### src/rtl/drive_pkg.sv
// drive_pkg: shared types and helpers for the differential-drive mixer.
//   chan_state_e  : per-channel ramp FSM states (IDLE, RAMP, DWELL)
//   speed_t/cur_t : speed-magnitude and signed-speed aliases at the default width
//   sat_i         : symmetric saturation of a signed value to [-lim, +lim]
//   abs_i         : absolute value
//   step_toward   : move a value toward a target by at most 'step'
package drive_pkg;

   typedef enum logic [1:0] {
      IDLE  = 2'd0,
      RAMP  = 2'd1,
      DWELL = 2'd2
   } chan_state_e;

   localparam int DEF_SPD_W = 10;

   typedef logic        [DEF_SPD_W-1:0] speed_t;
   typedef logic signed [DEF_SPD_W:0]   cur_t;

   function automatic int sat_i(input int v, input int lim);
      if (v > lim)
         return lim;
      else if (v < -lim)
         return -lim;
      else
         return v;
   endfunction

   function automatic int abs_i(input int v);
      return (v < 0) ? -v : v;
   endfunction

   function automatic int step_toward(input int cur, input int tgt, input int step);
      int d;
      d = tgt - cur;
      if (d > step)
         return cur + step;
      else if (d < -step)
         return cur - step;
      else
         return tgt;
   endfunction

endpackage

### src/rtl/speed_ramp_ch.sv
// speed_ramp_ch: one ramp-limited motor channel with direction-reversal dwell.
//   clock  : system clock
//   reset  : asynchronous active-high reset (cur=0, dir=1, IDLE)
//   tick   : ramp tick strobe; state only advances when high
//   target : signed target speed (SPD_W+1 bits, already saturated)
//   speed  : |cur|, derived from the cur register only
//   dir    : current direction, 1 = forward; only changes while cur = 0
module speed_ramp_ch
   import drive_pkg::*;
#(
   parameter int SPD_W      = 10,
   parameter int ACCEL_STEP = 4,
   parameter int DIR_DWELL  = 8
) (
   input  logic                    clock,
   input  logic                    reset,
   input  logic                    tick,
   input  logic signed [SPD_W:0]   target,
   output logic        [SPD_W-1:0] speed,
   output logic                    dir
);

   localparam int CW = SPD_W + 1;
   localparam int DW = (DIR_DWELL > 1) ? $clog2(DIR_DWELL + 1) : 1;

   chan_state_e             state, state_n;
   logic signed [SPD_W:0]   cur, cur_n;
   logic                    dir_n;
   logic        [DW-1:0]    dwell_cnt, dwell_n;

   int   tv, cv, ev, nv, av;
   logic match;

   always_ff @(posedge clock or posedge reset) begin
      if (reset) begin
         state     <= IDLE;
         cur       <= '0;
         dir       <= 1'b1;
         dwell_cnt <= '0;
      end else begin
         state     <= state_n;
         cur       <= cur_n;
         dir       <= dir_n;
         dwell_cnt <= dwell_n;
      end
   end

   always_comb begin
      state_n = state;
      cur_n   = cur;
      dir_n   = dir;
      dwell_n = dwell_cnt;
      tv      = int'(target);
      cv      = int'(cur);
      ev      = 0;
      nv      = cv;
      // Target agrees with the current direction (zero never agrees).
      match   = dir ? (tv > 0) : (tv < 0);

      if (tick) begin
         case (state)
            IDLE: begin
               cur_n = '0;
               // Step on the same tick we leave IDLE so the first speed change
               // lands within one tick period of a new command.
               if (match) begin
                  nv      = step_toward(0, tv, ACCEL_STEP);
                  cur_n   = CW'(nv);
                  state_n = RAMP;
               end else if (tv != 0) begin
                  dwell_n = '0;
                  state_n = DWELL;
               end
            end
            RAMP: begin
               // An opposing or zero target only pulls cur to zero; the
               // reversal itself goes through IDLE and DWELL.
               ev    = match ? tv : 0;
               nv    = step_toward(cv, ev, ACCEL_STEP);
               cur_n = CW'(nv);
               if (nv == 0)
                  state_n = IDLE;
            end
            DWELL: begin
               cur_n = '0;
               if (tv == 0 || match) begin
                  dwell_n = '0;
                  state_n = IDLE;
               end else if (int'(dwell_cnt) + 1 >= DIR_DWELL) begin
                  dwell_n = '0;
                  dir_n   = ~dir;
                  state_n = RAMP;
               end else begin
                  dwell_n = dwell_cnt + DW'(1);
               end
            end
            default: begin
               cur_n   = '0;
               dwell_n = '0;
               state_n = IDLE;
            end
         endcase
      end
   end

   always_comb begin
      av    = abs_i(int'(cur));
      speed = SPD_W'(av);
   end

endmodule

### src/rtl/diff_drive_mixer.sv
// diff_drive_mixer: pitch/yaw command latch, per-channel mixer with saturation,
// ramp tick divider, optional command watchdog, and NUM_CH ramp channels.
// Optional feature: define DIFF_DRIVE_MIXER_WATCHDOG_EN to enable the command
// watchdog; without it wd_expired is tied low and the last command holds forever.
//   clock      : system clock
//   reset      : asynchronous active-high reset
//   enable     : 0 forces every target to zero (channels ramp down)
//   cmd_valid  : one-cycle strobe latching cmd_pitch/cmd_yaw
//   cmd_pitch  : signed forward command
//   cmd_yaw    : signed turn command
//   speed      : per-channel |speed|, channel i at [i*SPD_W +: SPD_W]
//   dir        : per-channel direction, 1 = forward
//   moving     : any channel speed nonzero
//   wd_expired : command watchdog timed out
//
// Handshake: cmd_valid is a bare strobe with no ready; every strobe is accepted
// and overwrites the latched command, which drives the targets the next cycle.
module diff_drive_mixer
   import drive_pkg::*;
#(
   parameter int                NUM_CH     = 2,
   parameter int                IN_W       = 9,
   parameter int                SPD_W      = 10,
   parameter int                MAX_SPEED  = 500,
   parameter logic [NUM_CH-1:0] YAW_SIGN   = 2'b10,
   parameter int                ACCEL_STEP = 4,
   parameter int                RAMP_DIV   = 1000,
   parameter int                DIR_DWELL  = 8,
   parameter int                WD_CYCLES  = 50_000_000
) (
   input  logic                      clock,
   input  logic                      reset,
   input  logic                      enable,
   input  logic                      cmd_valid,
   input  logic signed [IN_W-1:0]    cmd_pitch,
   input  logic signed [IN_W-1:0]    cmd_yaw,
   output logic [NUM_CH*SPD_W-1:0]   speed,
   output logic [NUM_CH-1:0]         dir,
   output logic                      moving,
   output logic                      wd_expired
);

   localparam int CW = SPD_W + 1;
   localparam int TW = (RAMP_DIV > 1) ? $clog2(RAMP_DIV) : 1;
   localparam logic [TW-1:0] TICK_LAST = TW'(RAMP_DIV - 1);

   if (NUM_CH < 1 || RAMP_DIV < 1 || WD_CYCLES < 1 || MAX_SPEED >= 2 ** SPD_W) begin : g_bad_params
      $error("diff_drive_mixer: illegal parameter combination");
   end

   logic signed [IN_W-1:0] pitch_q, yaw_q;
   logic        [TW-1:0]   tick_cnt;
   logic                   tick;

   always_ff @(posedge clock or posedge reset) begin
      if (reset) begin
         pitch_q <= '0;
         yaw_q   <= '0;
      end else if (cmd_valid) begin
         pitch_q <= cmd_pitch;
         yaw_q   <= cmd_yaw;
      end
   end

   assign tick = (tick_cnt == TICK_LAST);

   always_ff @(posedge clock or posedge reset) begin
      if (reset)
         tick_cnt <= '0;
      else if (tick)
         tick_cnt <= '0;
      else
         tick_cnt <= tick_cnt + TW'(1);
   end

`ifdef DIFF_DRIVE_MIXER_WATCHDOG_EN
   localparam int WW = (WD_CYCLES > 1) ? $clog2(WD_CYCLES) : 1;
   localparam logic [WW-1:0] WD_LAST = WW'(WD_CYCLES - 1);

   logic [WW-1:0] wd_cnt;

   // The counter freezes once expired; only a new command restarts it.
   always_ff @(posedge clock or posedge reset) begin
      if (reset) begin
         wd_cnt     <= '0;
         wd_expired <= 1'b0;
      end else if (cmd_valid) begin
         wd_cnt     <= '0;
         wd_expired <= 1'b0;
      end else if (!wd_expired) begin
         if (wd_cnt == WD_LAST)
            wd_expired <= 1'b1;
         else
            wd_cnt <= wd_cnt + WW'(1);
      end
   end
`else
   assign wd_expired = 1'b0;
`endif

   for (genvar i = 0; i < NUM_CH; i++) begin : g_ch
      logic signed [SPD_W:0] tgt;
      int                    mix;

      // The IN_W+1-bit sum is exact in int; saturation clamps before the
      // narrowing cast, so no wrap is possible.
      always_comb begin
         mix = YAW_SIGN[i] ? (int'(pitch_q) - int'(yaw_q))
                           : (int'(pitch_q) + int'(yaw_q));
         tgt = CW'(sat_i(mix, MAX_SPEED));
         if (!enable || wd_expired)
            tgt = '0;
      end

      speed_ramp_ch #(
         .SPD_W      (SPD_W),
         .ACCEL_STEP (ACCEL_STEP),
         .DIR_DWELL  (DIR_DWELL)
      ) u_ch (
         .clock  (clock),
         .reset  (reset),
         .tick   (tick),
         .target (tgt),
         .speed  (speed[i*SPD_W +: SPD_W]),
         .dir    (dir[i])
      );
   end

   assign moving = |speed;

endmodule
### config.mk
export PLATFORM = sky130hd
export DESIGN_NAME = diff_drive_mixer
export DESIGN_NICKNAME = d
export VERILOG_FILES = /design/src/rtl/drive_pkg.sv /design/src/rtl/speed_ramp_ch.sv /design/src/rtl/diff_drive_mixer.sv
export SDC_FILE = /design/constraint.sdc
export NUM_CORES = 1
export LEC_CHECK = 0
export BUFFER_PORTS_ARGS = -buffer_cell sky130_fd_sc_hd__buf_2
export CAP_MARGIN = 20
export CELL_PAD_IN_SITES_DETAIL_PLACEMENT = 0
export CELL_PAD_IN_SITES_GLOBAL_PLACEMENT = 1
export CORE_MARGIN = 1.5
export CORE_UTILIZATION = 43
export CTS_CLUSTER_DIAMETER = 30
export DETAILED_ROUTE_END_ITERATION = 10
export PLACE_DENSITY_LB_ADDON = 0.1
export REMOVE_ABC_BUFFERS = 1
export SYNTH_ARGS = -nofsm -noshare
export SYNTH_HDL_FRONTEND = slang
export SYNTH_HIERARCHICAL = 1
export SYNTH_SLANG_ARGS = --single-unit
### constraint.sdc
create_clock -name clock -period 8.8 [get_ports clock]
set_input_delay 0.44 -clock clock [delete_from_list [all_inputs] [get_ports clock]]
set_output_delay 0.44 -clock clock [all_outputs]
set_load 0.02 [all_outputs]
==> run summary <==
Via density: 5.89
Fin nets: 1226
Total power: 1330 uW
Max cap viols: 0
Worst hold slack: 0.179 ns
Layout cell share with drive strength beyond 1: 19.4%
Pwr/cell area: 139 mW/mm2
Slew Limit Fails: 0
Status: finished, final reports clean
Die height: 142 um
CTS buffer count: 9
Vias post-DR: 8230
Antenna diode instance count: 0
Distinct cells, synth: 114
Leakage: 0.00406 uW
Multi-input logic area: 0.00630 mm2
Initial Util: 44.1%
CTS tree: built
Worst-path clk slew: 0.06 ns
Critical path type: reg -> reg
Min cycle time layout: 8.47 ns
Int Power: 790 uW
Sw frac: 40.4%
GRT Resource Usage Total: 24.0%
DIE WIDTH: 142 um
Total gr overflow: 0
P_sw: 535 uW
R2r setup slk: 0.33 ns
Remaining DRCs: 0
CP required: 9.01 ns
Post-synthesis instance total: 1065
Most frequent cell after synthesis: nand2_1
Arrival time worst endpoint: 8.68 ns
Worst-Margin Slew: 0.948 ns
Seq pwr share: 23.5%
Commonest cells post-synth: nand2_1 (101), nor2_1 (85), inv_1 (74), o21ai_0 (70), dfrtp_1 (62)
Hold Fails Final Rpt: 0
FF+latch area: 0.00160 mm2
Maximum vdd drop: 98.8 uV
Warnings, synthesis: 6
Clock Sinks: 64
Highest Clock Rate: 118 MHz
GP Congestion: 0.895
Syn Area/Cell: 7.80 um2
# fillers: 1898
Placed cells: 1367
Total Negative Setup Slacks: 0 ns
CORE AREA: 0.0188 mm2
Clk_skew: 0.00741 ns
Ys flop type: dfrtp_1
Rows: 50
Final setup fails: 0
Worst-Skew Late Latency: 0.33 ns
Full die area: 0.0202 mm2
H-tree Lvls: 3
Hold crit path type: in -> async
Final HPWL DP: 18.7 mm
Hold buffers post-CTS: 0
CP max-delay cell: or4_1
Reg-to-Reg Start: yaw_q[2]
Starting DRT DRC Count: 573
Clock tree buffer depth: 2
Synth Cell Area: 0.00831 mm2
End of the worst register-to-register path: g_ch[0].u_ch/state[0]
Largest cells by area after synthesis: dfrtp_1 (19%), ha_1 (8.3%), xnor2_1 (4.7%), nand2_1 (4.6%), o21ai_0 (4.2%)
CP startpoint kind: register
Max_slew headroom: 36.2%
Top cell type's share of synthesized area: 18.7%
First-pass GRT wire length: 39.4 mm
Area grow syn2layout: 15.0%
Worst r2r path cells: 37
Initial antenna violation count: 0
Seq/Total Area, Yosys: 19.3%
IO Pins: 46
Flops & latches, synth: 64
Placed cell areas: 0.00894 mm2
ANT nets after route: 0
IO Port Bufs: 44
Root buffer cell: clkbuf_16
Share of total power in the clock network: 26.1%
Gate power share: 50.5%
Tcrit/Tclk final: 96.2%
CP max FO: 13
Pin count of the biggest net entering global routing: 50
Max stage delay on crit path: 0.53 ns
WL final: 23.7 mm
Vias in the first global route: 7687
Kind of end point of the critical path: register
Yosys top cell by area: dfrtp_1
Post-route cell area: 0.00955 mm2
Post-synthesis async set-or-reset flop share: 100%
Initial DRT Pass Iterations: 5
Avg WL per Cell: 17.0 um
Count of flip-flops with a built-in enable after synthesis: 0
Final std cells w/o fill: 1398
-- sequential cells by signal, indices dropped and copies added, names as in the netlist --
name / flops
g_ch.u_ch/dir: 2
g_ch.u_ch/state: 4
g_ch.u_ch/cur: 22
g_ch.u_ch/dwell_cnt: 8
yaw_q: 9
pitch_q: 9
tick_cnt: 10
-- layer usage --
metal	up-vias	wire, um	track usage (%)
met5	-	0	0
met4	0	188	4.83
met3	13	1160	2.96
met2	235	10500	37.4
met1	3941	11900	35.5
li1	4041	-	-
-- cells in the final DEF, fill, tap and decap left out, types with 7 or more instances in the layout --
master	Yosys	final
clkbuf_16	0	9
nor4_1	23	14
o31ai_1	10	10
and3_1	9	9
o21ai_0	70	66
o21ai_1	12	14
mux2_2	16	16
buf_2	7	44
a22o_1	7	7
nand4_1	17	17
buf_4	7	60
a21oi_2	5	8
nor3_1	29	29
nor2b_1	11	11
xnor2_1	45	45
nand3_1	41	41
nand2_1	101	101
nand2b_1	24	24
inv_1	74	74
nor2_1	85	84
fa_1	16	15
o211ai_1	10	10
xor2_1	12	12
a31oi_1	17	17
and2_1	17	15
nor4_2	0	9
dfrtp_1	62	62
ha_1	55	44
o22ai_1	7	7
a211oi_1	17	17
o21a_1	16	16
a21oi_1	51	48
-- power by group through the flow --
stage                     clock (uW)  combinational [uW]  sequential, uW
after CTS                        356                 629             311
after global placement             0                 630             316
after detailed placement           0                 625             316
after floorplan                    0                 435             314
final                            346                 669             311
after global routing             367                 742             312
-- metrics by stage --
step,util [%],worst slack [ns]
after floorplan,-,0.751
after global placement,47.5,-0.147
after detailed placement,47.5,-0.179
after CTS,49.2,0.0803
after global routing,50.7,-0.0967
final,50.7,0.330
-- cell type report --
| class | count | area share [%] |
|---|---|---|
| multi-input cells | 873 | 66.0 |
| well taps | 260 | 3.41 |
| clock inverters | 5 | 0.406 |
| flip-flops and latches | 64 | 16.8 |
| repair buffers | 107 | 7.73 |
| inverters | 78 | 3.07 |
| clock buffers | 11 | 2.65 |
-- worst max-delay path: cells and delay by family, from the launching register on --
family | cells | cell delay [ns]
AO/OA/AOI/OAI | 11 | 2.04
adder cells (fa/ha/maj) | 4 | 1.39
buffers and inverters | 5 | 0.53
flip-flops | 1 | 0.38
multiplexers | 1 | 0.38
AND/OR/NAND/NOR | 16 | 3.60
-- logic make-up after synthesis --
kind of cell | share of synthesized area, %
mux | 2.65
compound gates | 26.3
xor+xnor | 6.01
buf+inv | 7.17
fa+ha+maj | 12.1
simple gates | 26.4
flops | 19.3
other cells | 0.0452
-- how the worst max path moves through the flow --
stage | startpoint | slack, ns | cells past startpoint | end
floorplan | pitch_q[0] | 0.75 | 34 | g_ch[1].u_ch/cur[2]
global placement | pitch_q[3] | -0.15 | 35 | g_ch[0].u_ch/state[0]
detailed placement | pitch_q[3] | -0.18 | 35 | g_ch[0].u_ch/state[0]
CTS | pitch_q[2] | 0.08 | 35 | g_ch[0].u_ch/state[0]
global route | yaw_q[2] | -0.1 | 36 | g_ch[0].u_ch/state[0]
finish | yaw_q[2] | 0.33 | 37 | g_ch[0].u_ch/state[0]
-- repair_timing --
action	in CTS	in global routing
setup endpoints to repair	5	24
setup buffers	3	11
resized for setup	2	39
pin swaps	1	10
Note: power is estimated with default switching activity, not from simulation.
